**src/rtl/silly_sweep_pkg.sv**
```systemverilog
// Shared types and sizes for the silly truth-table sweeper.
// Used by silly_sweep_ctrl and by anything that inspects its state.
package silly_sweep_pkg;

    typedef enum logic [1:0] {
        IDLE   = 2'd0,
        DRIVE  = 2'd1,
        SAMPLE = 2'd2,
        DONE   = 2'd3
    } sweep_state_t;

    localparam int VEC_W   = 3;
    localparam int NUM_VEC = 8;
    localparam int DWELL_W = 4;

endpackage

```
**src/rtl/silly_sweep_ctrl_silly.sv**
```systemverilog
// The 3-input combinational silly block that the sweeper characterises.
// Its output is y = a ^ (b & c).
module silly (
    input  logic a,
    input  logic b,
    input  logic c,
    output logic y
);

    assign y = a ^ (b & c);

endmodule

```
**src/rtl/silly_sweep_ctrl.sv**
```systemverilog
// Sweeps all eight {a,b,c} vectors through silly, captures y into a truth table and checks it.
// Optional SILLY_SWEEP_MISMATCH_EN adds a per-sweep mismatch_cnt output.
module silly_sweep_ctrl
    import silly_sweep_pkg::*;
#(
    parameter int         DWELL    = 2,
    parameter logic [7:0] EXPECTED = 8'h00
) (
    input  logic             clk,
    input  logic             reset,
    input  logic             start,
    input  logic             abort,
    output logic             busy,
    output logic             done,
    output logic             pass,
    output logic [7:0]       table_q,
    output logic [VEC_W-1:0] vec_q
`ifdef SILLY_SWEEP_MISMATCH_EN
    ,
    output logic [3:0]       mismatch_cnt
`endif
);

    localparam logic [DWELL_W-1:0] DWELL_LAST = DWELL_W'(DWELL - 1);
    localparam logic [VEC_W-1:0]   VEC_LAST   = VEC_W'(NUM_VEC - 1);

    sweep_state_t         state_q, state_d;
    logic [DWELL_W-1:0]   dwell_cnt_q;
    logic                 y;

    silly u_silly (
        .a (vec_q[2]),
        .b (vec_q[1]),
        .c (vec_q[0]),
        .y (y)
    );

    // abort beats start only while a sweep is running
    always_comb begin
        state_d = state_q;
        case (state_q)
            IDLE:    if (start) state_d = DRIVE;
            DRIVE:   if (abort) state_d = IDLE;
                     else if (dwell_cnt_q == DWELL_LAST) state_d = SAMPLE;
            SAMPLE:  if (abort) state_d = IDLE;
                     else if (vec_q == VEC_LAST) state_d = DONE;
                     else state_d = DRIVE;
            DONE:    if (start) state_d = DRIVE;
            default: state_d = IDLE;
        endcase
    end

    always_ff @(posedge clk) begin
        if (reset) begin
            state_q      <= IDLE;
            dwell_cnt_q  <= '0;
            busy         <= 1'b0;
            done         <= 1'b0;
            pass         <= 1'b0;
            table_q      <= '0;
            vec_q        <= '0;
`ifdef SILLY_SWEEP_MISMATCH_EN
            mismatch_cnt <= '0;
`endif
        end else begin
            state_q <= state_d;
            busy    <= (state_d == DRIVE) || (state_d == SAMPLE);
            case (state_q)
                IDLE, DONE: begin
                    if (start) begin
                        vec_q        <= '0;
                        dwell_cnt_q  <= '0;
                        table_q      <= '0;
                        done         <= 1'b0;
                        pass         <= 1'b0;
`ifdef SILLY_SWEEP_MISMATCH_EN
                        mismatch_cnt <= '0;
`endif
                    end else if (state_q == DONE) begin
                        done <= 1'b1;
                    end
                end
                DRIVE: begin
                    if (!abort) begin
                        dwell_cnt_q <= (dwell_cnt_q == DWELL_LAST) ? '0
                                                                   : dwell_cnt_q + DWELL_W'(1);
                    end
                end
                SAMPLE: begin
                    if (!abort) begin
                        table_q[vec_q] <= y;
`ifdef SILLY_SWEEP_MISMATCH_EN
                        if (y != EXPECTED[vec_q]) mismatch_cnt <= mismatch_cnt + 4'd1;
`endif
                        // the last vector's y is not in table_q yet, so splice it in
                        if (vec_q == VEC_LAST) pass <= ({y, table_q[6:0]} == EXPECTED);
                        else                   vec_q <= vec_q + VEC_W'(1);
                    end
                end
                default: ;
            endcase
        end
    end

endmodule

```
**config.mk**
```make
export PLATFORM = sky130hd
export DESIGN_NAME = silly_sweep_ctrl
export DESIGN_NICKNAME = d
export VERILOG_FILES = /design/src/rtl/silly_sweep_pkg.sv /design/src/rtl/silly_sweep_ctrl_silly.sv /design/src/rtl/silly_sweep_ctrl.sv
export SDC_FILE = /design/constraint.sdc
export NUM_CORES = 1
export LEC_CHECK = 0
export CORE_UTILIZATION = 48
export DETAILED_ROUTE_END_ITERATION = 10
export MAX_ROUTING_LAYER = met4
export PLACE_DENSITY = 0.76
export SYNTH_ARGS = -nofsm -noshare
export SYNTH_HDL_FRONTEND = slang
export SYNTH_HIERARCHICAL = 1
export SYNTH_SLANG_ARGS = --single-unit
```
**constraint.sdc**
```tcl
create_clock -name clk -period 2.3 [get_ports clk]
set_clock_uncertainty 0.15 [all_clocks]
set_input_delay 0.46 -clock clk [delete_from_list [all_inputs] [get_ports clk]]
set_output_delay 0.46 -clock clk [all_outputs]
set_load 0.05 [all_outputs]
```
==> impl_results.md <==
* 1st-pass router iterations at 4
* Synthesized area at between 0.001 and 0.0015 mm^2
* Critical Path Sink: table_q[4]
* CP Class: flip-flop to primary output
* Cell Rows at 16
* Largest net degree at the start of global routing at 21
* Area leader, netlist: dfxtp_1
* Crit-path max FO at 3
* Top_reg_cell synth: dfxtp_1
* Die area at 0.00250 mm^2
* Crit path launch type: flip-flop
* Max Cap Viol at 0
* Placed standard-cell area at 0.00129 mm^2
* Setup bufs post-CTS at 0
* Netlist cell types at 38
* Cell class contributing the biggest share of worst-path delay: buffers and inverters
* Mapped Avg Cell Area at 8.30 um^2
* Fmax at 473 MHz
* VDD IR max at between 0.0002 and 0.0003 V
* Reg2reg end: table_q[5]
* Layout Nets at 164
* Fraction of registers with async set/reset at 0
* Status: completed
* #FFs+latches synth at 20
* CTS HTree Levels at 1
* CP Capture Type: primary output
* Hold crit path type: flip-flop to flip-flop
* Data required time at the worst endpoint at between 1.5 and 2 ns
* Final Hold Vio Count at 0
* Via density at a little under 6
* Initial drt markers at 14
* CORE AREA at between 0.002 and 0.0025 mm^2
* Grt total ovfl at 0
* Leading cell types by count after synthesis: 21 x a21oi_1, 20 x dfxtp_1, 11 x nand2_1
* Final worst slack at 0.185 ns
* Number of synthesized flops with an enable pin at 0
* Critical path depth at 1
* Worst skew pair latency at 0.31 ns
* Clock-pin slew on the worst setup and hold paths at 0.11 ns
* Routed len/inst at 14.3 um
* # hold bufs at CTS at 0
* Post-DP HPWL at ~1.8 mm
* Synthesis-to-layout area growth at 20.4%
* RSZ-0062 raised after global routing: no
* Remaining DRCs at 0
* Clock sink total at 20
* Die width at between 40 and 50 um
* Number of nets still failing antenna checks after routing at 0
* Critical Path Start: table_q[4]
* WP buf/inv at 1
* Synth area leaders: dfxtp_1 36%, a21oi_1 9.5%, ha_1 7.9%, o21ai_0 4.1%, nand2_1 3.7%
* Crit-path slowest cell: clkdlybuf4s50_1
* Root buf cell: clkbuf_4
* Setup Viol. Count Final at 0
* Pre-CTS WS at ~0.14 ns
* Placer Congestion at 0.801
* Vias in the first global route at ~940
* Power Density at 590 mW/mm^2
* Cell area after layout at between 0.001 and 0.0015 mm^2
* Count leader, synth: a21oi_1
* Setup TNS at 0 ns
* TritonCTS buffer count at 3
* Worst EP arrival at about 1.5 ns
* Critical-path cell list: clkdlybuf4s50_1
* GRT Total Usage at 0.221
* R2R setup slack at around 0.24 ns
* # diodes at 0
* Final min period at roughly 2.1 ns
* Post-synth top area share at 0.363
* Fraction of the yosys area taken by sequential cells at 0.363
* Mapped Cells at between 100 and 150
* Fin crit share at 0.920
* # IOs at 18
* First-pass GRT wire length at slightly above 4 mm
* Share of layout cells above drive strength 1 at 0.118
* Origin of the critical flop-to-flop path: state_q[0]
* Warnings from Yosys at 6
* Pleak at approximately 0.50 nW
* TritonCTS clock tree: yes
* Slowest stage delay, CP at approximately 0.8 ns
* Die H at between 40 and 50 um
* Via count at about 1100
* Port bufs at 17
* Slew headroom at 0.665
* Reg2reg path depth at 6
* Initial antenna violation count at 0
* Worst Max-Slew Pin Slew at approximately 0.50 ns
* Max Slew Vio Count at 0
* WL final at 2.55 mm
* Initial core utilization at 0.535
* Net Count, Synth at approximately 140
* CTS Buffer Depth at 2
* CTS resizes at 0
==> cells in the final DEF, fill, tap and decap left out, drive strengths merged, types with 2 or more instances in the layout <==
master and count:
a21oi 21, dfxtp 20, clkdlybuf4s50 14, nand2 11, o21ai 11, nor2 9, ha 7, nand3 6
buf 6, inv 6, clkbuf 4, mux2i 3, nor2b 3, or4 3, nor3 2, nand3b 2
nor4 2, a31oi 2, a211oi 2, and2 2, or2 2
==> power by group <==
part / switching (mW) / internal [mW]
Sequential: 0.0109 / 0.358
Combinational: 0.128 / 0.0789
Clock: 0.112 / 0.0968
Total: 0.250 / 0.534
==> cells by family after synthesis <==
family / count (synthesis) / share of synthesized area
AO/OA/AOI/OAI: 42 / 0.223
XOR/XNOR: 1 / 0.00794
adder cells (fa/ha/maj): 7 / 0.0794
buffers and inverters: 12 / 0.0510
flip-flops: 20 / 0.363
multiplexers: 4 / 0.0374
AND/OR/NAND/NOR: 47 / 0.238
==> registers in the layout (all words and copies together) (netlist names) <==
signal,flops
dwell_cnt_q,4
vec_q,3
done,1
pass,1
table_q,8
busy,1
state_q,2
==> worst min-delay path by stage <==
stage | from | to | slack, ns | cells past startpoint
2_1_floorplan | dwell_cnt_q[3] | dwell_cnt_q[3] | 0.31 | 2
3_3_place_gp | table_q[7] | table_q[7] | 0.31 | 2
3_5_place_dp | pass | pass | 0.33 | 2
4_1_cts | pass | pass | 0.35 | 2
5_1_grt | pass | pass | 0.38 | 2
6_report | pass | pass | 0.35 | 2
==> layer usage <==
metal,global-route usage,share of wire,vias to the layer above
li1,-,-,523
met1,0.280,0.47,497
met2,0.338,0.47,26
met3,0.0401,0.037,6
met4,0.105,0.017,0
met5,-,0,-
==> cell type report <==
cell class | instances | area, um^2
Clock buffer | 4 | 36.3
Fill cell | 179 | 733
Inverter | 7 | 26.3
Multi-Input combinational cell | 101 | 647
Sequential cell | 20 | 400
Tap cell | 27 | 33.8
Timing Repair Buffer | 20 | 185
==> through the flow <==
step	std cells	utilization	power [mW]	hold slack [ns]
2_1_floorplan	133	-	0.533	0.309
3_3_place_gp	175	0.627	0.575	0.312
3_5_place_dp	175	0.627	0.581	0.333
4_1_cts	179	0.644	0.785	0.349
5_1_grt	179	0.644	0.821	0.378
6_report	179	0.644	0.784	0.346
Note: power is estimated with default switching activity, not from simulation.
